**src/rtl/mips_pkg.sv**
```systemverilog
// Shared widths and dump FSM state encoding for the MIPS register file slice.
package mips_pkg;
   localparam int DATA_W   = 32;
   localparam int ADDR_W   = 5;
   localparam int NUM_REGS = 2 ** ADDR_W;

   typedef enum logic [1:0] {
      IDLE = 2'd0,
      SCAN = 2'd1,
      DONE = 2'd2
   } dump_state_t;
endpackage

```
**src/rtl/reg_file_dump_fsm.sv**
```systemverilog
// Dump sequencer: walks indices 0..NUM_REGS-1, one beat per valid/ready handshake.
// Each stalled cycle holds the beat; it requests a snapshot load when a new beat starts.
module reg_file_dump_fsm
   import mips_pkg::*;
(
   input  logic              clk,
   input  logic              rst_n,
   input  logic              dump_start,
   input  logic              dump_ready,
   output logic              dump_valid,
   output logic              dump_busy,
   output logic              dump_done,
   output logic [ADDR_W-1:0] dump_addr,
   output logic              load_vld,
   output logic [ADDR_W-1:0] load_idx
);
   localparam logic [ADDR_W-1:0] LAST_IDX = ADDR_W'(NUM_REGS - 1);

   dump_state_t       state_q, state_d;
   logic [ADDR_W-1:0] idx_q, idx_d;

   always_ff @(posedge clk or negedge rst_n) begin
      if (!rst_n) begin
         state_q <= IDLE;
         idx_q   <= '0;
      end else begin
         state_q <= state_d;
         idx_q   <= idx_d;
      end
   end

   // The load strobe fires on the same edge the index advances, so the
   // snapshot always matches the index being presented.
   always_comb begin
      state_d  = state_q;
      idx_d    = idx_q;
      load_vld = 1'b0;
      load_idx = idx_q;
      case (state_q)
         IDLE: begin
            if (dump_start) begin
               state_d  = SCAN;
               idx_d    = '0;
               load_vld = 1'b1;
               load_idx = '0;
            end
         end
         SCAN: begin
            if (dump_ready) begin
               if (idx_q == LAST_IDX) begin
                  state_d = DONE;
               end else begin
                  idx_d    = idx_q + 1'b1;
                  load_vld = 1'b1;
                  load_idx = idx_q + 1'b1;
               end
            end
         end
         DONE:    state_d = IDLE;
         default: state_d = IDLE;
      endcase
   end

   always_comb begin
      dump_valid = (state_q == SCAN);
      dump_busy  = (state_q == SCAN);
      dump_done  = (state_q == DONE);
      dump_addr  = idx_q;
   end
endmodule

```
**src/rtl/mips_reg_file.sv**
```systemverilog
// 32x32 register file: 2 combinational read ports, 1 write port (1-edge latency), r0 hardwired 0.
// Debug dump streams a registered snapshot per beat; a stalled beat holds even if its register is rewritten.
module mips_reg_file
   import mips_pkg::*;
(
   input  logic              clk,
   input  logic              rst_n,
   input  logic [ADDR_W-1:0] A1,
   input  logic [ADDR_W-1:0] A2,
   output logic [DATA_W-1:0] RD1,
   output logic [DATA_W-1:0] RD2,
   input  logic              WE3,
   input  logic [ADDR_W-1:0] A3,
   input  logic [DATA_W-1:0] WD3,
   input  logic              dump_start,
   output logic              dump_valid,
   input  logic              dump_ready,
   output logic [ADDR_W-1:0] dump_addr,
   output logic [DATA_W-1:0] dump_data,
   output logic              dump_busy,
   output logic              dump_done
);
   logic [DATA_W-1:0] regs [NUM_REGS];
   logic [DATA_W-1:0] dump_data_q;
   logic              load_vld;
   logic [ADDR_W-1:0] load_idx;

   reg_file_dump_fsm u_dump_fsm (
      .clk        (clk),
      .rst_n      (rst_n),
      .dump_start (dump_start),
      .dump_ready (dump_ready),
      .dump_valid (dump_valid),
      .dump_busy  (dump_busy),
      .dump_done  (dump_done),
      .dump_addr  (dump_addr),
      .load_vld   (load_vld),
      .load_idx   (load_idx)
   );

   always_ff @(posedge clk or negedge rst_n) begin
      if (!rst_n) begin
         for (int i = 0; i < NUM_REGS; i++) begin
            regs[i] <= '0;
         end
      end else if (WE3 && (A3 != '0)) begin
         regs[A3] <= WD3;
      end
   end

   // No write-to-read bypass: a bypass would loop back through the ALU.
   assign RD1 = (A1 == '0) ? '0 : regs[A1];
   assign RD2 = (A2 == '0) ? '0 : regs[A2];

   // Reads the pre-edge array, so a coincident write to load_idx is not seen.
   always_ff @(posedge clk or negedge rst_n) begin
      if (!rst_n) begin
         dump_data_q <= '0;
      end else if (load_vld) begin
         dump_data_q <= (load_idx == '0) ? '0 : regs[load_idx];
      end
   end

   assign dump_data = dump_data_q;
endmodule

```
**config.mk**
```make
export PLATFORM = sky130hd
export DESIGN_NAME = mips_reg_file
export DESIGN_NICKNAME = d
export VERILOG_FILES = /design/src/rtl/mips_pkg.sv /design/src/rtl/reg_file_dump_fsm.sv /design/src/rtl/mips_reg_file.sv
export SDC_FILE = /design/constraint.sdc
export NUM_CORES = 2
export LEC_CHECK = 0
export ABC_CLOCK_PERIOD_IN_PS = 2700
export CELL_PAD_IN_SITES_DETAIL_PLACEMENT = 1
export CELL_PAD_IN_SITES_GLOBAL_PLACEMENT = 1
export CORE_MARGIN = 5
export CORE_UTILIZATION = 48
export CTS_BUF_LIST = sky130_fd_sc_hd__clkbuf_4 sky130_fd_sc_hd__clkbuf_8 sky130_fd_sc_hd__clkbuf_16
export CTS_CLUSTER_SIZE = 24
export DETAILED_ROUTE_END_ITERATION = 16
export GPL_ROUTABILITY_DRIVEN = 0
export PLACE_DENSITY = 0.83
export SYNTH_ARGS = -nofsm -noshare
export SYNTH_HDL_FRONTEND = slang
export SYNTH_SLANG_ARGS = --single-unit
```
**constraint.sdc**
```tcl
create_clock -name clk -period 2.7 [get_ports clk]
set_input_delay 0.27 -clock clk [delete_from_list [all_inputs] [get_ports clk]]
set_output_delay 0.27 -clock clk [all_outputs]
set_load 0.01 [all_outputs]
```
==> impl_metrics.xml, run 1 <==
<?xml version="1.0" encoding="UTF-8"?>
<metrics>
  <group name="run_status">
    <metric name="run_status" unit="">stopped before the end</metric>
    <metric name="last-stage-reached" unit="">5_1_grt</metric>
    <metric name="error" unit="">[ERROR GRT-0232] Routing congestion too high. Check the congestion heatmap in the GUI.</metric>
  </group>
  <group name="grt">
    <metric name="grt_start_max_net_pins" unit="">92</metric>
    <metric name="grt_remaining_overflow" unit="">58</metric>
    <metric name="grt_antenna_before_repair" unit="">75</metric>
    <metric name="gr-usage-all-layers" unit="%">81.8</metric>
  </group>
  <group name="synthesis">
    <metric name="post-synth-top-area-fraction" unit="%">41.2</metric>
    <metric name="syn_area" unit="µm²">64500</metric>
    <metric name="synthDominantAreaCellType" unit="">dfrtp_1</metric>
    <metric name="syn_avg_cell_area" unit="µm²">13.4</metric>
    <metric name="net_count_of_the_mapped_netlist" unit="">4872</metric>
    <metric name="synth.cells.most_frequent" unit="">dfrtp_1 (1063), mux2_2 (992), mux4_2 (640)</metric>
    <metric name="synthDistinctLibCells" unit="">54</metric>
    <metric name="yosysSeqAreaShare" unit="%">41.2</metric>
    <metric name="synth.yosys.warnings" unit="">0</metric>
    <metric name="synth-edff-count" unit="">0</metric>
    <metric name="async_set_reset_flop_share_out_of_synthesis" unit="%">100</metric>
    <metric name="ys_dominant_reg_cell" unit="">dfrtp_1</metric>
    <metric name="post-synth-top-count-cell" unit="">dfrtp_1</metric>
    <metric name="synth.area.top_cells" unit="">dfrtp_1 (41%), mux4_2 (22%), mux2_2 (17%)</metric>
    <metric name="synth_cells" unit="">4819</metric>
    <metric name="yosys_register_bits" unit="">1063</metric>
  </group>
  <group name="die">
    <metric name="placement_rows" unit="">134</metric>
    <metric name="effective_utilization_at_floorplan" unit="%">48.4</metric>
    <metric name="fp.dieH" unit="µm">377</metric>
    <metric name="pin_count" unit="">156</metric>
    <metric name="die_width" unit="µm">377</metric>
  </group>
  <group name="clock_network">
    <metric name="clock_sink_count" unit="">1063</metric>
    <metric name="ctsRootBufferMaster" unit="">clkbuf_16</metric>
    <metric name="ctsLongestPathBuffers" unit="">3</metric>
    <metric name="cts_buffers" unit="">115</metric>
    <metric name="htreeDepth" unit="">3</metric>
  </group>
  <group name="place">
    <metric name="dp_hpwl" unit="µm">180000</metric>
    <metric name="numPortBuffers" unit="">155</metric>
  </group>
  <group name="timing">
    <metric name="worst-endpoint-pin-kind" unit="">top-level output</metric>
    <metric name="grt_repair_worst_endpoint" unit="">RD2[30]</metric>
  </group>
</metrics>
==> through the flow <==
stage	std cells	setup slack [ns]	TNS, ns	cell area [µm²]	util [%]
after CTS	7214	-0.487	-27.37	83100	62.3
after detailed placement	6689	-0.686	-34.14	73100	54.8
after global placement	6689	-0.641	-25.75	73100	54.8
after floorplan	4819	0.00124	0	64600	-
==> kinds of logic after synthesis <==
| group | Yosys count | synth area share, % |
|---|---|---|
| flops | 1063 | 41.2 |
| simple gates | 830 | 6.28 |
| buf+inv | 609 | 3.71 |
| fa+ha+maj | 1 | 0.0194 |
| mux | 1789 | 42.1 |
| compound gates | 527 | 6.69 |
==> what timing repair did <==
item,in CTS
setup buffers,274
gates cloned,33
endpoints found under the setup margin,96
resized for setup,888
pin swaps,141
hold endpoints to repair,464
hold buffers,1
==> routing by layer <==
metal,GRT usage [%],overflow
met4,76.5,25
met1,78.9,8
met5,70.4,0
met2,90.1,19
met3,80.1,6
==> run 2: changes to the inputs <==
==> config.mk (replaced) <==
export PLATFORM = sky130hd
export DESIGN_NAME = mips_reg_file
export DESIGN_NICKNAME = d
export VERILOG_FILES = /design/src/rtl/mips_pkg.sv /design/src/rtl/reg_file_dump_fsm.sv /design/src/rtl/mips_reg_file.sv
export SDC_FILE = /design/constraint.sdc
export NUM_CORES = 2
export LEC_CHECK = 0
export ABC_CLOCK_PERIOD_IN_PS = 3510
export CORE_MARGIN = 5
export CORE_UTILIZATION = 40
export DETAILED_ROUTE_END_ITERATION = 16
export GPL_ROUTABILITY_DRIVEN = 0
export PLACE_DENSITY_LB_ADDON = 0.15
export SYNTH_ARGS = -nofsm -noshare
export SYNTH_HDL_FRONTEND = slang
export SYNTH_SLANG_ARGS = --single-unit
==> constraint.sdc (replaced) <==
create_clock -name clk -period 3.51 [get_ports clk]
set_input_delay 0.351 -clock clk [delete_from_list [all_inputs] [get_ports clk]]
set_output_delay 0.351 -clock clk [all_outputs]
set_load 0.01 [all_outputs]
==> run 2 against run 1 <==
  * The flow now finishes without violations
  * Synthesized cell count did not move
  * Synthesized area did not move
==> impl_metrics.xml, run 2 <==
<?xml version="1.0" encoding="UTF-8"?>
<metrics>
  <group name="setup_path">
    <metric name="timing.critical_path.buf_inv" unit="">1</metric>
    <metric name="critical_path.top_delay_family" unit="">multiplexers</metric>
    <metric name="critical_path.cell_chain" unit="">mux4_2 &gt; mux4_2 &gt; mux2i_2 &gt; nor2_1 &gt; clkdlybuf4s50_1</metric>
    <metric name="path_max_fanout" unit="">4</metric>
    <metric name="startpoint_type" unit="">register</metric>
    <metric name="crit_path_end_kind" unit="">output pin</metric>
    <metric name="timing.critical_path.slowest_cell_delay" unit="ns">0.51</metric>
    <metric name="worst_path_most_repeated_cell" unit="">mux4_2</metric>
    <metric name="worstPathRequired" unit="ns">3.16</metric>
    <metric name="critPathKind" unit="">reg2out</metric>
    <metric name="arrival_time_at_the_worst_endpoint" unit="ns">3.12</metric>
    <metric name="slowest_cell_on_the_critical_path" unit="">mux4_2</metric>
  </group>
  <group name="grt">
    <metric name="grt_remaining_overflow" unit="">0</metric>
    <metric name="gr-usage-all-layers" unit="%">29.2</metric>
    <metric name="grt_first_pass_wirelength" unit="µm">360000</metric>
    <metric name="via_count_of_the_first_global_routing_pass" unit="">48000</metric>
    <metric name="grt_antenna_before_repair" unit="">11</metric>
    <metric name="grt_start_max_net_pins" unit="">84</metric>
  </group>
  <group name="clock_network">
    <metric name="clock_sink_count" unit="">1063</metric>
    <metric name="ctsLongestPathBuffers" unit="">3</metric>
    <metric name="cts_buffers" unit="">121</metric>
    <metric name="ctsRootBufferMaster" unit="">clkbuf_16</metric>
    <metric name="cts_tree" unit="">done</metric>
    <metric name="worst_skew_pair.late_latency" unit="ns">0.77</metric>
    <metric name="buffers_inserted_during_post_cts_setup_optimization" unit="">0</metric>
    <metric name="path_clk_slew" unit="ns">0.06</metric>
    <metric name="htreeDepth" unit="">3</metric>
  </group>
  <group name="layout">
    <metric name="fillers" unit="">14100</metric>
    <metric name="most_common_library_cell_in_the_layout_ignoring_fill_and_taps" unit="">dfrtp_1</metric>
    <metric name="max_flop_register" unit="">regs</metric>
    <metric name="areaGrowthSynthToFinish" unit="%">16.9</metric>
    <metric name="drive_above_1_share" unit="%">45.7</metric>
    <metric name="finish.net_count" unit="">4893</metric>
    <metric name="utilization" unit="%">47.0</metric>
    <metric name="highest_count_cells_in_the_layout_ignoring_fill_and_taps" unit="">dfrtp_1 (1063), mux2_2 (992), mux4_2 (640)</metric>
    <metric name="flip_flop_count_of_the_largest_register_all_copies_and_words_added" unit="">1024</metric>
  </group>
  <group name="synthesis">
    <metric name="syn_avg_cell_area" unit="µm²">13.4</metric>
    <metric name="synthDistinctLibCells" unit="">54</metric>
    <metric name="post-synth-top-count-cell" unit="">dfrtp_1</metric>
    <metric name="yosys_register_bits" unit="">1063</metric>
    <metric name="synth.cells.most_frequent" unit="">dfrtp_1 (1063), mux2_2 (992), mux4_2 (640)</metric>
    <metric name="syn_area" unit="µm²">64500</metric>
    <metric name="synth_cells" unit="">4819</metric>
    <metric name="async_set_reset_flop_share_out_of_synthesis" unit="%">100</metric>
    <metric name="ys_dominant_reg_cell" unit="">dfrtp_1</metric>
    <metric name="synth-edff-count" unit="">0</metric>
    <metric name="synthDominantAreaCellType" unit="">dfrtp_1</metric>
    <metric name="post-synth-top-area-fraction" unit="%">41.2</metric>
    <metric name="synth.yosys.warnings" unit="">0</metric>
    <metric name="yosysSeqAreaShare" unit="%">41.2</metric>
    <metric name="synth.area.top_cells" unit="">dfrtp_1 (41%), mux4_2 (22%), mux2_2 (17%)</metric>
    <metric name="net_count_of_the_mapped_netlist" unit="">4872</metric>
  </group>
  <group name="timing">
    <metric name="grt_setup_unrepaired" unit="">no</metric>
    <metric name="timing_hold_violations_final" unit="">0</metric>
    <metric name="layout_min_cycle_time" unit="ns">3.47</metric>
    <metric name="maxClockFrequency" unit="GHz">0.288</metric>
    <metric name="finalSetupTns" unit="ns">0</metric>
    <metric name="post-route-worst-setup-slack" unit="ns">0.0355</metric>
    <metric name="slew-limit-headroom" unit="%">18.5</metric>
    <metric name="worst_slew_pin_slew" unit="ns">1.22</metric>
    <metric name="fin_worst_skew" unit="ns">0.0350</metric>
    <metric name="maxSlewViolCount" unit="">0</metric>
    <metric name="finalSetupViolations" unit="">0</metric>
    <metric name="min_period_over_period" unit="%">99.0</metric>
  </group>
  <group name="power_and_ir_drop">
    <metric name="pwr_density_cell" unit="nW/µm²">704</metric>
    <metric name="p_sw_share" unit="%">39.1</metric>
    <metric name="p_switching" unit="µW">20800</metric>
    <metric name="leakagePower" unit="µW">0.0316</metric>
    <metric name="clock_power_share" unit="%">24.8</metric>
    <metric name="pwr-share-seq" unit="%">32.5</metric>
    <metric name="cell_internal_pwr" unit="µW">32400</metric>
    <metric name="power.total" unit="µW">53200</metric>
    <metric name="vdd_drop_max" unit="mV">0.631</metric>
    <metric name="comb_power_share" unit="%">42.7</metric>
  </group>
  <group name="route">
    <metric name="post-route-drc-count" unit="">0</metric>
    <metric name="wirelength" unit="µm">250000</metric>
    <metric name="avgRoutedWirePerCell" unit="µm">35.2</metric>
    <metric name="num_vias" unit="">48000</metric>
    <metric name="post_drt_via_cell_ratio" unit="">6.75</metric>
    <metric name="detail_route.iter0.violations" unit="">5633</metric>
    <metric name="number_of_detailed_routing_iterations_run_before_antenna_repair" unit="">6</metric>
    <metric name="final_antenna_net_count" unit="">0</metric>
  </group>
  <group name="job">
    <metric name="drv_cap" unit="">0</metric>
  </group>
  <group name="die">
    <metric name="effective_utilization_at_floorplan" unit="%">40.2</metric>
    <metric name="pin_count" unit="">156</metric>
    <metric name="die_width" unit="µm">412</metric>
    <metric name="core-area" unit="µm²">161000</metric>
    <metric name="fp.dieH" unit="µm">412</metric>
    <metric name="placement_rows" unit="">147</metric>
    <metric name="fp.dieArea" unit="µm²">169000</metric>
  </group>
  <group name="min_path">
    <metric name="hold_path.class" unit="">in2async</metric>
  </group>
  <group name="place">
    <metric name="numPortBuffers" unit="">155</metric>
    <metric name="dp_hpwl" unit="µm">151000</metric>
    <metric name="detailedPlace.worstSlack" unit="ns">0.0830</metric>
  </group>
  <group name="run_status">
    <metric name="run_status" unit="">finished clean</metric>
  </group>
</metrics>
## run 2: power groups by stage
stage | Combinational (µW) | Clock (µW) | Sequential, µW
6_report | 22700 | 13200 | 17300
5_1_grt | 23700 | 13900 | 17600
4_1_cts | 22400 | 13400 | 17100
3_5_place_dp | 22300 | 0 | 17400
3_3_place_gp | 22100 | 0 | 17300
2_1_floorplan | 12900 | 0 | 16500
## run 2: kinds of logic after synthesis
| logic type | count (synthesis) | share of synthesized area, % |
|---|---|---|
| flops | 1063 | 41.2 |
| fa+ha+maj | 1 | 0.0194 |
| compound gates | 527 | 6.69 |
| mux | 1789 | 42.1 |
| buf+inv | 609 | 3.71 |
| simple gates | 830 | 6.28 |
## run 2: layout make-up
type | instances | area (µm²) | area share, %
multi-input cells | 3147 | 36000 | 47.7
inverters | 6 | 38.8 | 0.0514
diodes | 8 | 20.0 | 0.0265
repair buffers | 501 | 5990 | 7.95
flip-flops and latches | 1063 | 26600 | 35.3
clock inverters | 50 | 628 | 0.832
clock buffers | 170 | 3460 | 4.59
well taps | 2160 | 2700 | 3.58
## run 2: routing by layer
| layer | share of wire, % | vias up | track usage [%] |
|---|---|---|---|
| met5 | 0.011 | - | 0 |
| met4 | 3.8 | 4 | 10.1 |
| met3 | 9.6 | 529 | 7.34 |
| met2 | 44 | 2582 | 43.1 |
| met1 | 43 | 25700 | 42.1 |
| li1 | - | 19100 | - |
## run 2: per-stage QoR
stage | instance area [µm²] | std cells | hold slack, ns
final | 75400 | 7105 | 0.349
after global routing | 75400 | 7097 | 0.395
after CTS | 75400 | 7097 | 0.337
after detailed placement | 71200 | 6876 | 0.391
after global placement | 71200 | 6876 | 0.394
after floorplan | 64500 | 4819 | 0.0554
## run 2: final timing paths
path / start / endpoint / slack, ns / depth (start not counted)
worst max-delay path: regs[775]$_DFFE_PN0P_ / RD1[7] / 0.04 / 5
worst min-delay path: rst_n / regs[126]$_DFFE_PN0P_ / 0.35 / 2
worst max register to register: u_dump_fsm.dump_addr[3]$_DFF_PN0_ / dump_data[2]$_DFFE_PN0P_ / 0.20 / 10
worst min register to register: regs[1022]$_DFFE_PN0P_ / regs[1022]$_DFFE_PN0P_ / 0.41 / 0
max in group asynchronous: rst_n / regs[262]$_DFFE_PN0P_ / 2.06 / 4
min in group clk: regs[1022]$_DFFE_PN0P_ / regs[1022]$_DFFE_PN0P_ / 0.41 / 0
## run 2: repair_timing
item | CTS | global route
pin swaps | 0 | 0
gates resized for setup | 15 | 11
hold endpoints to repair | 48 | 0
hold buffers | 1 | 0
setup endpoints to repair | 9 | 8
Note: power is estimated with default switching activity, not from simulation.
